[config.mk]
export PLATFORM = sky130hd
export DESIGN_NAME = tl_beat_queue
export DESIGN_NICKNAME = d
export VERILOG_FILES = /design/src/rtl/tl_beat_queue_pkg.sv /design/src/rtl/tl_beat_queue_counter.sv /design/src/rtl/tl_beat_queue.sv
export SDC_FILE = /design/constraint.sdc
export NUM_CORES = 1
export LEC_CHECK = 0
export CORE_UTILIZATION = 35
export CTS_CLUSTER_DIAMETER = 50
export DETAILED_ROUTE_END_ITERATION = 6
export SLEW_MARGIN = 20
export SYNTH_ARGS = -nofsm -noshare
export SYNTH_HDL_FRONTEND = slang
export SYNTH_SLANG_ARGS = --single-unit
export TNS_END_PERCENT = 20
[constraint.sdc]
create_clock -name clock -period 5.2 [get_ports clock]
set_clock_uncertainty 0.1 [all_clocks]
set_input_delay 1.04 -clock clock [delete_from_list [all_inputs] [get_ports clock]]
set_output_delay 1.04 -clock clock [all_outputs]
set_load 0.005 [all_outputs]
[src/rtl/tl_beat_queue_pkg.sv]
// Shared TileLink channel types, width constants and the beat-count helper
// used by tl_beat_queue and the arbiters built on it.
package tl_beat_queue_pkg;

   localparam int unsigned TL_ADDR_W   = 32;
   localparam int unsigned TL_SOURCE_W = 4;
   localparam int unsigned TL_SINK_W   = 4;
   localparam int unsigned TL_SIZE_W   = 4;
   localparam int unsigned TL_DATA_W   = 64;
   localparam int unsigned TL_MASK_W   = TL_DATA_W / 8;

   typedef struct packed {
      logic [2:0]             opcode;
      logic [2:0]             param;
      logic [TL_SIZE_W-1:0]   size;
      logic [TL_SOURCE_W-1:0] source;
      logic [TL_ADDR_W-1:0]   address;
      logic [TL_MASK_W-1:0]   mask;
      logic [TL_DATA_W-1:0]   data;
      logic                   corrupt;
   } tl_a_t;

   typedef struct packed {
      logic [2:0]             opcode;
      logic [1:0]             param;
      logic [TL_SIZE_W-1:0]   size;
      logic [TL_SOURCE_W-1:0] source;
      logic [TL_ADDR_W-1:0]   address;
      logic [TL_MASK_W-1:0]   mask;
      logic [TL_DATA_W-1:0]   data;
      logic                   corrupt;
   } tl_b_t;

   typedef struct packed {
      logic [2:0]             opcode;
      logic [2:0]             param;
      logic [TL_SIZE_W-1:0]   size;
      logic [TL_SOURCE_W-1:0] source;
      logic [TL_ADDR_W-1:0]   address;
      logic [TL_DATA_W-1:0]   data;
      logic                   corrupt;
   } tl_c_t;

   typedef struct packed {
      logic [2:0]             opcode;
      logic [1:0]             param;
      logic [TL_SIZE_W-1:0]   size;
      logic [TL_SOURCE_W-1:0] source;
      logic [TL_SINK_W-1:0]   sink;
      logic                   denied;
      logic [TL_DATA_W-1:0]   data;
      logic                   corrupt;
   } tl_d_t;

   typedef struct packed {
      logic [TL_SINK_W-1:0] sink;
   } tl_e_t;

   // Messages without data, or no larger than one bus beat, take one beat.
   function automatic int unsigned tl_num_beats(
      input int unsigned size,
      input logic        has_data,
      input int unsigned log2_beat_bytes
   );
      if (has_data && size > log2_beat_bytes)
         return 32'd1 << (size - log2_beat_bytes);
      return 32'd1;
   endfunction

endpackage

[src/rtl/tl_beat_queue_counter.sv]
// tl_beat_counter: tracks beats left in the current message on a
// dequeue stream and flags first/last beats.
module tl_beat_counter
   import tl_beat_queue_pkg::*;
#(
   parameter int SIZE_W          = 4,
   parameter int LOG2_BEAT_BYTES = 3
) (
   input  logic              clock,
   input  logic              reset,
   input  logic [SIZE_W-1:0] size,
   input  logic              has_data,
   input  logic              fire,
   output logic              first,
   output logic              last
);

   // Wide enough to hold the beat count of the largest encodable message.
   localparam int RW = (1 << SIZE_W) - LOG2_BEAT_BYTES;

   logic [RW-1:0] remaining;
   logic [RW-1:0] beats;

   assign beats = RW'(tl_num_beats(32'(size), has_data, LOG2_BEAT_BYTES));
   assign first = (remaining == '0);
   assign last  = (remaining == RW'(1)) | (first & (beats == RW'(1)));

   always_ff @(posedge clock or posedge reset) begin
      if (reset)
         remaining <= '0;
      else if (fire)
         remaining <= first ? beats - RW'(1) : remaining - RW'(1);
   end

endmodule

[src/rtl/tl_beat_queue.sv]
// TileLink channel FIFO with dequeue-side first/last tracking.
// Define TL_QUEUE_BYPASS_EN to let an empty queue forward enq to deq combinationally.
module tl_beat_queue
   import tl_beat_queue_pkg::*;
#(
   parameter int PAYLOAD_W       = 64,
   parameter int DEPTH           = 4,
   parameter int SIZE_W          = 4,
   parameter int LOG2_BEAT_BYTES = 3,
   parameter int CNT_W           = $clog2(DEPTH + 1)
) (
   input  logic                 clock,
   input  logic                 reset,
   input  logic                 enq_valid,
   output logic                 enq_ready,
   input  logic [PAYLOAD_W-1:0] enq_bits,
   input  logic [SIZE_W-1:0]    enq_size,
   input  logic                 enq_has_data,
   output logic                 deq_valid,
   input  logic                 deq_ready,
   output logic [PAYLOAD_W-1:0] deq_bits,
   output logic                 deq_first,
   output logic                 deq_last,
   output logic [CNT_W-1:0]     count
);

   localparam int PW = (DEPTH > 1) ? $clog2(DEPTH) : 1;

   logic [PAYLOAD_W-1:0] mem_bits [DEPTH];
   logic [SIZE_W-1:0]    mem_size [DEPTH];
   logic                 mem_data [DEPTH];

   logic [PW-1:0]     wr_ptr;
   logic [PW-1:0]     rd_ptr;
   logic              bypass;
   logic              enq_fire;
   logic              deq_fire;
   logic              push;
   logic              pop;
   logic [SIZE_W-1:0] head_size;
   logic              head_data;
   logic              cnt_last;

`ifdef TL_QUEUE_BYPASS_EN
   assign bypass = (count == '0) & enq_valid;
`else
   assign bypass = 1'b0;
`endif

   assign enq_ready = (count != CNT_W'(DEPTH));
   assign deq_valid = (count != '0) | bypass;
   assign enq_fire  = enq_valid & enq_ready;
   assign deq_fire  = deq_valid & deq_ready;

   // A bypassed beat consumed in the same cycle never touches storage.
   assign push = enq_fire & ~(bypass & deq_ready);
   assign pop  = deq_fire & ~bypass;

   assign deq_bits  = bypass ? enq_bits     : mem_bits[rd_ptr];
   assign head_size = bypass ? enq_size     : mem_size[rd_ptr];
   assign head_data = bypass ? enq_has_data : mem_data[rd_ptr];
   assign deq_last  = deq_valid & cnt_last;

   always_ff @(posedge clock) begin
      if (push) begin
         mem_bits[wr_ptr] <= enq_bits;
         mem_size[wr_ptr] <= enq_size;
         mem_data[wr_ptr] <= enq_has_data;
      end
   end

   always_ff @(posedge clock or posedge reset) begin
      if (reset) begin
         wr_ptr <= '0;
         rd_ptr <= '0;
         count  <= '0;
      end else begin
         if (push)
            wr_ptr <= (wr_ptr == PW'(DEPTH - 1)) ? '0 : wr_ptr + 1'b1;
         if (pop)
            rd_ptr <= (rd_ptr == PW'(DEPTH - 1)) ? '0 : rd_ptr + 1'b1;
         if (push & ~pop)
            count <= count + 1'b1;
         else if (pop & ~push)
            count <= count - 1'b1;
      end
   end

   tl_beat_counter #(
      .SIZE_W          (SIZE_W),
      .LOG2_BEAT_BYTES (LOG2_BEAT_BYTES)
   ) u_cnt (
      .clock    (clock),
      .reset    (reset),
      .size     (head_size),
      .has_data (head_data),
      .fire     (deq_fire),
      .first    (deq_first),
      .last     (cnt_last)
   );

endmodule

== After elaboration in Yosys (flattened, before gate mapping) ==
Memory sizes are Yosys's and may differ from the RTL's.
Index checks and enable logic that the tools add are counted.

* Reduce and logical (&&, ||, !) cells: 4
* Div/mod/pow operators: 0
* Multipliers: 0
* Magnitude comparators: 1
* Multiplexer cells: 10
* Bitwise logic cells: 9
* $add $sub $neg: 7
* Equality and inequality tests: 5
* Shift operators: 1

{| class="wikitable"
|+ Operator list
! cell !! count
|-
| $mux W13 || 3
|-
| $shl A1 B32 Y13 const A || 1
|-
| $eq A13 B1 Y1 const B || 2
|-
| $sub A13 B1 Y13 const B || 2
|-
| $logic_not A13 Y1 || 1
|-
| $and A1 B1 Y1 || 6
|-
| $mux W3 || 2
|-
| $sub A4 B2 Y5 const B || 1
|-
| $add A2 B1 Y2 const B || 2
|-
| $eq A2 B2 Y1 const B || 2
|-
| $gt A4 B2 Y1 const B || 1
|-
| $mux W2 || 2
|-
| $add A3 B1 Y3 const B || 1
|-
| $mux W1 || 3
|-
| $ne A3 B3 Y1 const B || 1
|-
| $reduce_bool A3 Y1 || 1
|-
| $sub A3 B1 Y3 const B || 1
|-
| $not A1 Y1 || 2
|-
| $reduce_bool A2 Y1 || 1
|-
| $logic_and A1 B1 Y1 || 1
|-
| $or A1 B1 Y1 || 1
|}

* Flip-flop bits (word level): 20
* Memories: 3
* Bits in read-only memories: 0
* Bits in latches: 0
* Output and inout bits: 71
* Logic and storage cells: 44
* RAM bits: 276

{| class="wikitable"
|+ Memories
! name !! depth !! width !! read ports !! clocked after memory_dff !! wr ports !! RTL line !! text
|-
| mem_bits || 4 || 64 || 1 || 0 || 1 || tl_beat_queue.sv:29 || <nowiki>logic [PAYLOAD_W-1:0] mem_bits [DEPTH];</nowiki>
|-
| mem_size || 4 || 4 || 1 || 0 || 1 || tl_beat_queue.sv:30 || <nowiki>logic [SIZE_W-1:0] mem_size [DEPTH];</nowiki>
|-
| mem_data || 4 || 1 || 1 || 0 || 1 || tl_beat_queue.sv:31 || <nowiki>logic mem_data [DEPTH];</nowiki>
|}

== Longest topological paths before layout ==
Gate-level depths: netlist (run 1).
An unclocked memory read counts as a cell.

* Depth in word-level cells: 9
* Gate-level depth with buffers: 14
* Mapped depth without buffers: 12

== By module ==
Synthesis (run 1) repeated with hierarchy kept, for this count alone.

* Cell total of the unflattened synthesis: 562
* Area, all modules: 11,746.3 µm²

{| class="wikitable"
|+ By module, submodules not included
! module !! cells each !! area an instance (µm²) !! sequential area each (µm²) !! times used
|-
| tl_beat_queue || 401 || 10,491.3 || 8,463.1 || 1
|-
| tl_beat_counter || 161 || 1,255.0 || 325.3 || 1
|}

== Worst setup path before layout (run 1) ==
OpenSTA, ideal clock, no wires.

* Kind: reg2out
* From: register rd_ptr[0]
* To: output deq_last
* Data required time: 4.060 ns
* Slack: 1.413 ns
* Buffers on the path: 2
* Cell stages (with the launch flop): 13
* Arrival: 2.647 ns
* Cells stage by stage: dfrtp_1 > buf_6 > mux4_2 > ha_1 > clkbuf_1 > inv_1 > and2_4 > a211o_1 > ha_1 > nand2_1 > a31oi_1 > o41ai_1 > a21oi_1

* Longest elaborated chain between the ends: 9

{| class="wikitable"
|+ Ends and longest elaborated chain
! what !! RTL line !! text
|-
| start, declared || tl_beat_queue.sv:34 || <nowiki>logic [PW-1:0] rd_ptr;</nowiki>
|-
| start signal, assigned || tl_beat_queue.sv:81 || <nowiki>rd_ptr <= (rd_ptr == PW'(DEPTH - 1)) ? '0 : rd_ptr + 1'b1;</nowiki>
|-
| $mem_v2 Z4 W4 || - ||
|-
| $sub A4 B2 Y5 or $gt A4 B2 Y1 (tied branches) || tl_beat_queue_pkg.sv:66, tl_beat_queue_pkg.sv:65 ||
|-
| $shl A1 B32 Y13 or $logic_and A1 B1 Y1 (tied branches) || tl_beat_queue_pkg.sv:66, tl_beat_queue_pkg.sv:65 ||
|-
| $mux W13 or $mux W1 (tied branches) || tl_beat_queue_pkg.sv:65 || <nowiki>if (has_data && size > log2_beat_bytes)</nowiki>
|-
| $mux W13 * || tl_beat_queue_pkg.sv:67 || <nowiki>return 32'd1;</nowiki>
|-
| $eq A13 B1 Y1 * || tl_beat_queue_counter.sv:26 || <nowiki>assign last = (remaining == RW'(1)) | (first & (beats == RW'(1)));</nowiki>
|-
| $and A1 B1 Y1 * || tl_beat_queue_counter.sv:26 ||
|-
| $or A1 B1 Y1 * || tl_beat_queue_counter.sv:26 ||
|-
| $and A1 B1 Y1 * || tl_beat_queue.sv:62 || <nowiki>assign deq_last = deq_valid & cnt_last;</nowiki>
|-
| end, declared || tl_beat_queue.sv:23 || <nowiki>output logic deq_last,</nowiki>
|}

Every way passes the cells marked *; elsewhere a longest branch is shown, timed or not.

== Final worst setup path (run 1) ==
Ends and elaborated chain as after synthesis.

==> flow_metrics.env, run 1 <==
export IMPL_cp_endpoint="deq_last"
export IMPL_worst_ep_required_time_ps=4060
export IMPL_synth_sequential_area_ratio_pct=75.8
export IMPL_p_sw_share_pct=29.7
export IMPL_synthesis_area_mm2=0.0116
export IMPL_grt_pass1_wl_um=37100
export IMPL_clockBufferDepth=3
export IMPL_endpoint_kind="primary output"
export IMPL_worst_slew_pin_transition_ps=1010
export IMPL_cp_max_fo=9
export IMPL_clock_sinks=296
export IMPL_synth_compound_area_share_pct=3.09
export IMPL_pwr_density_cell_mw_per_mm2=590
export IMPL_ys_ff_latch=296
export IMPL_cts_hold_fix_buffers=0
export IMPL_hold_violations=0
export IMPL_seqPwrFrac_pct=38.1
export IMPL_mostFrequentLayoutCell="edfxtp_1"
export IMPL_finalSetupViolations=0
export IMPL_synth_xor_area_share_pct=0.831
export IMPL_synth_mux_area_share_pct=13.9
export IMPL_first_pass_iters=5
export IMPL_synth_top_family_by_area="multiplexers"
export IMPL_crit_start="rd_ptr[0]$_DFFE_PP0P_"
export IMPL_clockRootBuffer="clkbuf_16"
export IMPL_finalCriticalPeriod_ps=4980
export IMPL_p_leak_uw=0.00484
export IMPL_placed_cells=1138
export IMPL_period_share_pct=95.7
export IMPL_rr_worst_depth=11
export IMPL_htreeDepth=2
export IMPL_syn_inst=566
export IMPL_viasPerCell=4.95
export IMPL_crit_type="reg2out"
export IMPL_io_pins=144
export IMPL_drt_iter0_drc=233
export IMPL_drc=0
export IMPL_ir_drop_v=0.000330
export IMPL_relSlewSlack_pct=32.5
export IMPL_fin_total_pwr_uw=8740
export IMPL_clkSlewWorstSetupHoldPaths_ps=50
export IMPL_core_area_mm2=0.0325
export IMPL_fin_cells=1210
export IMPL_async_flop_share_pct=6.76
export IMPL_wire_per_inst_um=19.8
export IMPL_rows=66
export IMPL_yosys_area_share_simple_pct=3.80
export IMPL_r2r_start="rd_ptr[0]$_DFFE_PP0P_"
export IMPL_insertion_delay_ps=500
export IMPL_grt_max_degree=62
export IMPL_critPathLaunchType="register"
export IMPL_arrival_ps=3840
export IMPL_r2r_slack_ps=1870
export IMPL_wl_um=24000
export IMPL_synthAdderAreaFrac_pct=1.36
export IMPL_dieArea_mm2=0.0339
export IMPL_rsz0062_at_grt="false"
export IMPL_synth_edf_count=276
export IMPL_initial_core_util_pct=35.6
export IMPL_postSynthNetCount=651
export IMPL_p_int_uw=6140
export IMPL_syn_avg_cell_area_um2=20.5
export IMPL_pwr_share_clk_pct=27.9
export IMPL_setup_tns_ps=0
export IMPL_outcome="finished clean"
export IMPL_final_cell_mix="edfxtp_1, clkdlybuf4s50_1, mux4_2"
export IMPL_syn_to_final_growth_pct=27.7
export IMPL_via_count=5994
export IMPL_synth_distinct_cells=50
export IMPL_power_frac_comb_pct=34.0
export IMPL_postRouteAntennaNets=0
export IMPL_hold_class="reg2reg"
export IMPL_p_switching_uw=2590
export IMPL_r2r_end="u_cnt.remaining[8]$_DFFE_PP0P_"
export IMPL_track_usage_pct=14.6
export IMPL_antenna_found_initial=2
export IMPL_holdCritStartpoint="count[2]$_DFFE_PP0P_"
export IMPL_ys_flop_type="edfxtp_1"
export IMPL_grt_pass1_vias=6579
export IMPL_post_dp_hpwl_um=14400
export IMPL_io_buffers=143
export IMPL_die_h_um=184
export IMPL_report_final_slew_viol_count=0
export IMPL_die_w_um=184
export IMPL_cts_tree="yes"
export IMPL_grt_overflow=0
export IMPL_fmax_mhz=201
export IMPL_nets=824
export IMPL_drive_above_1_share_pct=19.2
export IMPL_globalplace_congestion=0.863
export IMPL_cts_buffers=38
export IMPL_cap_violations=0
export IMPL_yosys_warnings=0
==> routing by layer <==
metal | track usage, % | routed length (um) | up-vias
li1 | - | - | 2694
met1 | 17.3 | 9510 | 3068
met2 | 24.5 | 12000 | 180
met3 | 5.53 | 1940 | 50
met4 | 4.47 | 515 | 2
met5 | 0 | 17 | -
==> power groups by stage <==
stage | Clock [uW] | Sequential [uW] | Combinational, uW
5_1_grt | 2590 | 3380 | 3240
6_report | 2440 | 3330 | 2970
2_1_floorplan | 0 | 3330 | 1690
3_3_place_gp | 0 | 3340 | 2900
4_1_cts | 2490 | 3340 | 2980
3_5_place_dp | 0 | 3380 | 2950
==> final cells by class <==
| class | count | area (um^2) |
|---|---|---|
| timing repair buffer | 154 | 1530 |
| tap | 442 | 553 |
| clock buffer | 45 | 977 |
| clock inverter | 23 | 206 |
| multi-input combinational | 233 | 2690 |
| antenna | 1 | 2.50 |
| inverter | 16 | 60.1 |
| fill | 2815 | 17700 |
| sequential | 296 | 8800 |
==> cell families after synthesis <==
| group | count (synthesis) |
|---|---|
| xor gates and xnor gates | 11 |
| buffers and inverters | 37 |
| DFF | 296 |
| muxes | 73 |
| adders and majority gates | 12 |
| AOI/OAI and AO/OA | 53 |
| and+or+nand+nor | 84 |
==> timing repair <==
action,4_1_cts,5_1_grt
buffers inserted,0,3
pin swaps,0,1
gates resized for setup,1,6
endpoints found under the setup margin,1,1
==> through the flow <==
| step | util [%] | setup WS, ps | cell area [um^2] | hold WS (ps) |
|---|---|---|---|---|
| after floorplan | - | 1410 | 11600 | 383 |
| after global placement | 41.7 | 542 | 13600 | 412 |
| after detailed placement | 41.7 | 513 | 13600 | 432 |
| after CTS | 45.4 | 15.5 | 14800 | 439 |
| after global routing | 45.5 | 0.461 | 14800 | 467 |
| final | 45.5 | 224 | 14800 | 440 |
==> critical path, cell delays in order, from the launching register on <==
cell             delay [ps]
dfrtp_4                 470
mux4_2                  620
ha_4                    360
inv_1                   110
and2_4                  170
a211o_1                 360
buf_4                   160
o41ai_1                 470
a21oi_1                 140
clkdlybuf4s50_1         460
==> synth_stat cells (3+ instances only) <==
master    count  area share [%]
and3_1        4            0.22
buf_1         6            0.19
or4_1         3            0.19
nor4_1        4            0.22
nand4b_1      3            0.23
xor2_1        6            0.45
nand2_1      21            0.68
ha_1         11             1.2
o31ai_1       4            0.26
edfxtp_1    276              71
a21oi_1      13            0.56
nor2_1       16            0.52
dfrtp_1      20             4.3
or3_1         4            0.22
inv_1        16            0.52
o21ai_1       3            0.13
nand3_1       6            0.26
a31oi_1       6            0.32
xnor2_1       5            0.38
o21ai_0      11            0.47
nand4_1       3            0.16
nor3_1        9            0.39
mux4_2       70              14
clkbuf_1     12            0.39
==> how the worst min path moves through the flow <==
stage	end	cells after the start	slack, ps
2_1_floorplan	u_cnt.remaining[5]$_DFFE_PP0P_	2	380
3_3_place_gp	u_cnt.remaining[5]$_DFFE_PP0P_	2	410
3_5_place_dp	count[2]$_DFFE_PP0P_	1	430
4_1_cts	count[2]$_DFFE_PP0P_	1	440
5_1_grt	count[2]$_DFFE_PP0P_	1	470
6_report	count[2]$_DFFE_PP0P_	1	440
==> state kept, by name (all words and copies together) (netlist names) <==
| signal | flops |
|---|---|
| mem_bits | 256 |
| mem_size | 16 |
| u_cnt.remaining | 13 |
| mem_data | 4 |
| count | 3 |
| rd_ptr | 2 |
| wr_ptr | 2 |
Note: power is estimated with default switching activity, not from simulation.
==> run 2, diff against run 1 <==
--- a/config.mk
+++ b/config.mk
@@ -7,6 +7,7 @@
 export LEC_CHECK = 0
 export CORE_UTILIZATION = 35
 export CTS_CLUSTER_DIAMETER = 50
+export CTS_CLUSTER_SIZE = 30
 export DETAILED_ROUTE_END_ITERATION = 6
 export SLEW_MARGIN = 20
 export SYNTH_ARGS = -nofsm -noshare
==> run 2 against run 1 <==
Net effect:
- fmax up 0.47%
- highest routed layer unchanged
- routed wire length down 1.3%
- largest cell class unchanged
- first-iteration DRC count up 7.7%
- clock power about the same
- die area unchanged
- register-to-register slack about the same
- power about the same
- non-clock buffer count unchanged
- via count down 0.15%
- critical path depth unchanged
==> flow_metrics.env, run 2 (synthesis gave the netlist of run 1 again) <==
export IMPL_outcome="finished clean"
export IMPL_num_fill_cells=2802
export IMPL_cts_tree="yes"
export IMPL_finalSetupViolations=0
export IMPL_viasPerCell=4.97
export IMPL_final_cell_mix="edfxtp_1, clkdlybuf4s50_1, mux4_2"
export IMPL_arrival_ps=3810
export IMPL_p_leak_uw=0.00484
export IMPL_wl_met3_um=1910
export IMPL_die_h_um=184
export IMPL_ir_drop_v=0.000324
export IMPL_htreeDepth=2
export IMPL_grt_pass1_vias=6558
export IMPL_hold_violations=0
export IMPL_min_path_cells=1
export IMPL_globalplace_congestion=0.863
export IMPL_drc=0
export IMPL_grt_max_degree=62
export IMPL_cts_buffers=35
export IMPL_nets=821
export IMPL_core_area_mm2=0.0325
export IMPL_io_pins=144
export IMPL_drt_iter0_drc=251
export IMPL_drive_above_1_share_pct=20.3
export IMPL_endpoint_kind="primary output"
export IMPL_wl_met1_um=9320
export IMPL_report_final_slew_viol_count=0
export IMPL_reg_top3="mem_bits: 256 flops, mem_size: 16 flops, u_cnt.remaining: 13 flops"
export IMPL_io_buffers=143
export IMPL_largest_reg_flops=256
export IMPL_clkSlewWorstSetupHoldPaths_ps=60
export IMPL_postRouteAntennaNets=0
export IMPL_rsz0062_at_grt="false"
export IMPL_track_usage_pct=14.3
export IMPL_cts_hold_fix_buffers=0
export IMPL_critPathLaunchType="register"
export IMPL_finalCriticalPeriod_ps=4950
export IMPL_rr_worst_depth=10
export IMPL_grt_overflow=0
export IMPL_dieArea_mm2=0.0339
export IMPL_crit_type="reg2out"
export IMPL_grt_pass1_wl_um=36500
export IMPL_clock_sinks=296
export IMPL_wl_um=23700
export IMPL_die_w_um=184
export IMPL_rows=66
export IMPL_relSlewSlack_pct=32.9
export IMPL_pwr_density_cell_mw_per_mm2=589
export IMPL_worst_slew_pin_transition_ps=1010
export IMPL_fmax_mhz=202
export IMPL_clockBufferDepth=3
export IMPL_syn_to_final_growth_pct=27.8
export IMPL_cap_violations=0
export IMPL_first_pass_iters=4
export IMPL_wire_per_inst_um=19.6
export IMPL_worst_ep_required_time_ps=4060
export IMPL_post_dp_hpwl_um=14400
export IMPL_setup_tns_ps=0
export IMPL_period_share_pct=95.3
export IMPL_clockRootBuffer="clkbuf_16"
export IMPL_antenna_found_initial=2
export IMPL_via_count=5985
export IMPL_regMostFlops="mem_bits"
export IMPL_initial_core_util_pct=35.6
export IMPL_post_place_ws_ps=513
export IMPL_cp_max_fo=9
export IMPL_hold_class="reg2reg"
export IMPL_top_layer="met5"
export IMPL_wl_met2_um=12000
export IMPL_worst_slack_ps=247
export IMPL_fin_total_pwr_uw=8730
export IMPL_mostFrequentLayoutCell="edfxtp_1"
export IMPL_holdWs_ps=440
export IMPL_insertion_delay_ps=500
==> run 2: layer usage <==
layer	vias to the layer above	track usage [%]
li1	2697	-
met2	152	24.4
met4	2	4.07
met5	-	0
met3	50	5.43
met1	3084	16.9
==> run 2: path summary, 6_finish.rpt <==
kind,start,end,slack [ps]
max in group asynchronous,reset,rd_ptr[0]$_DFFE_PP0P_,3420
min reg2reg,count[2]$_DFFE_PP0P_,count[2]$_DFFE_PP0P_,440
min in group asynchronous,reset,count[2]$_DFFE_PP0P_,930
max,rd_ptr[0]$_DFFE_PP0P_,deq_last,250
max reg2reg,rd_ptr[1]$_DFFE_PP0P_,u_cnt.remaining[10]$_DFFE_PP0P_,1880
min,count[2]$_DFFE_PP0P_,count[2]$_DFFE_PP0P_,440
==> run 2: layout make-up <==
cell class | instances | area (um^2) | area share [%]
multi-input cells | 233 | 2690 | 18.2
flip-flops and latches | 296 | 8800 | 59.3
clock inverters | 26 | 304 | 2.05
diodes | 1 | 2.50 | 0.0169
well taps | 442 | 553 | 3.73
clock buffers | 37 | 883 | 5.96
repair buffers | 154 | 1530 | 10.3
inverters | 16 | 60.1 | 0.405
==> run 2: where the power goes <==
| part | leakage (uW) | internal (uW) | switching (uW) |
|---|---|---|---|
| combinational | 0.00150 | 1530 | 1440 |
| clock | 0.000575 | 1400 | 1040 |
| sequential | 0.00277 | 3150 | 172 |
==> run 2: metrics by stage <==
stage	util [%]	instances	instance area, um^2
2_1_floorplan	-	566	11600
3_3_place_gp	41.7	1138	13600
3_5_place_dp	41.7	1138	13600
4_1_cts	45.4	1201	14800
5_1_grt	45.6	1204	14800
6_report	45.6	1205	14800
==> run 2: what timing repair did <==
item	CTS	global route
pin swaps	0	1
resized for setup	1	6
endpoints found under the hold margin	0	0
setup endpoints to repair	1	1
setup buffers	0	3
==> run 2: worst max-delay path: stages, from the launching register on <==
cell and delay [ps]:
dfrtp_4 470, mux4_2 610, ha_4 360, inv_1 110
and2_4 170, a211o_1 360, buf_4 160, o41ai_1 470
a21oi_1 140, clkdlybuf4s50_1 460
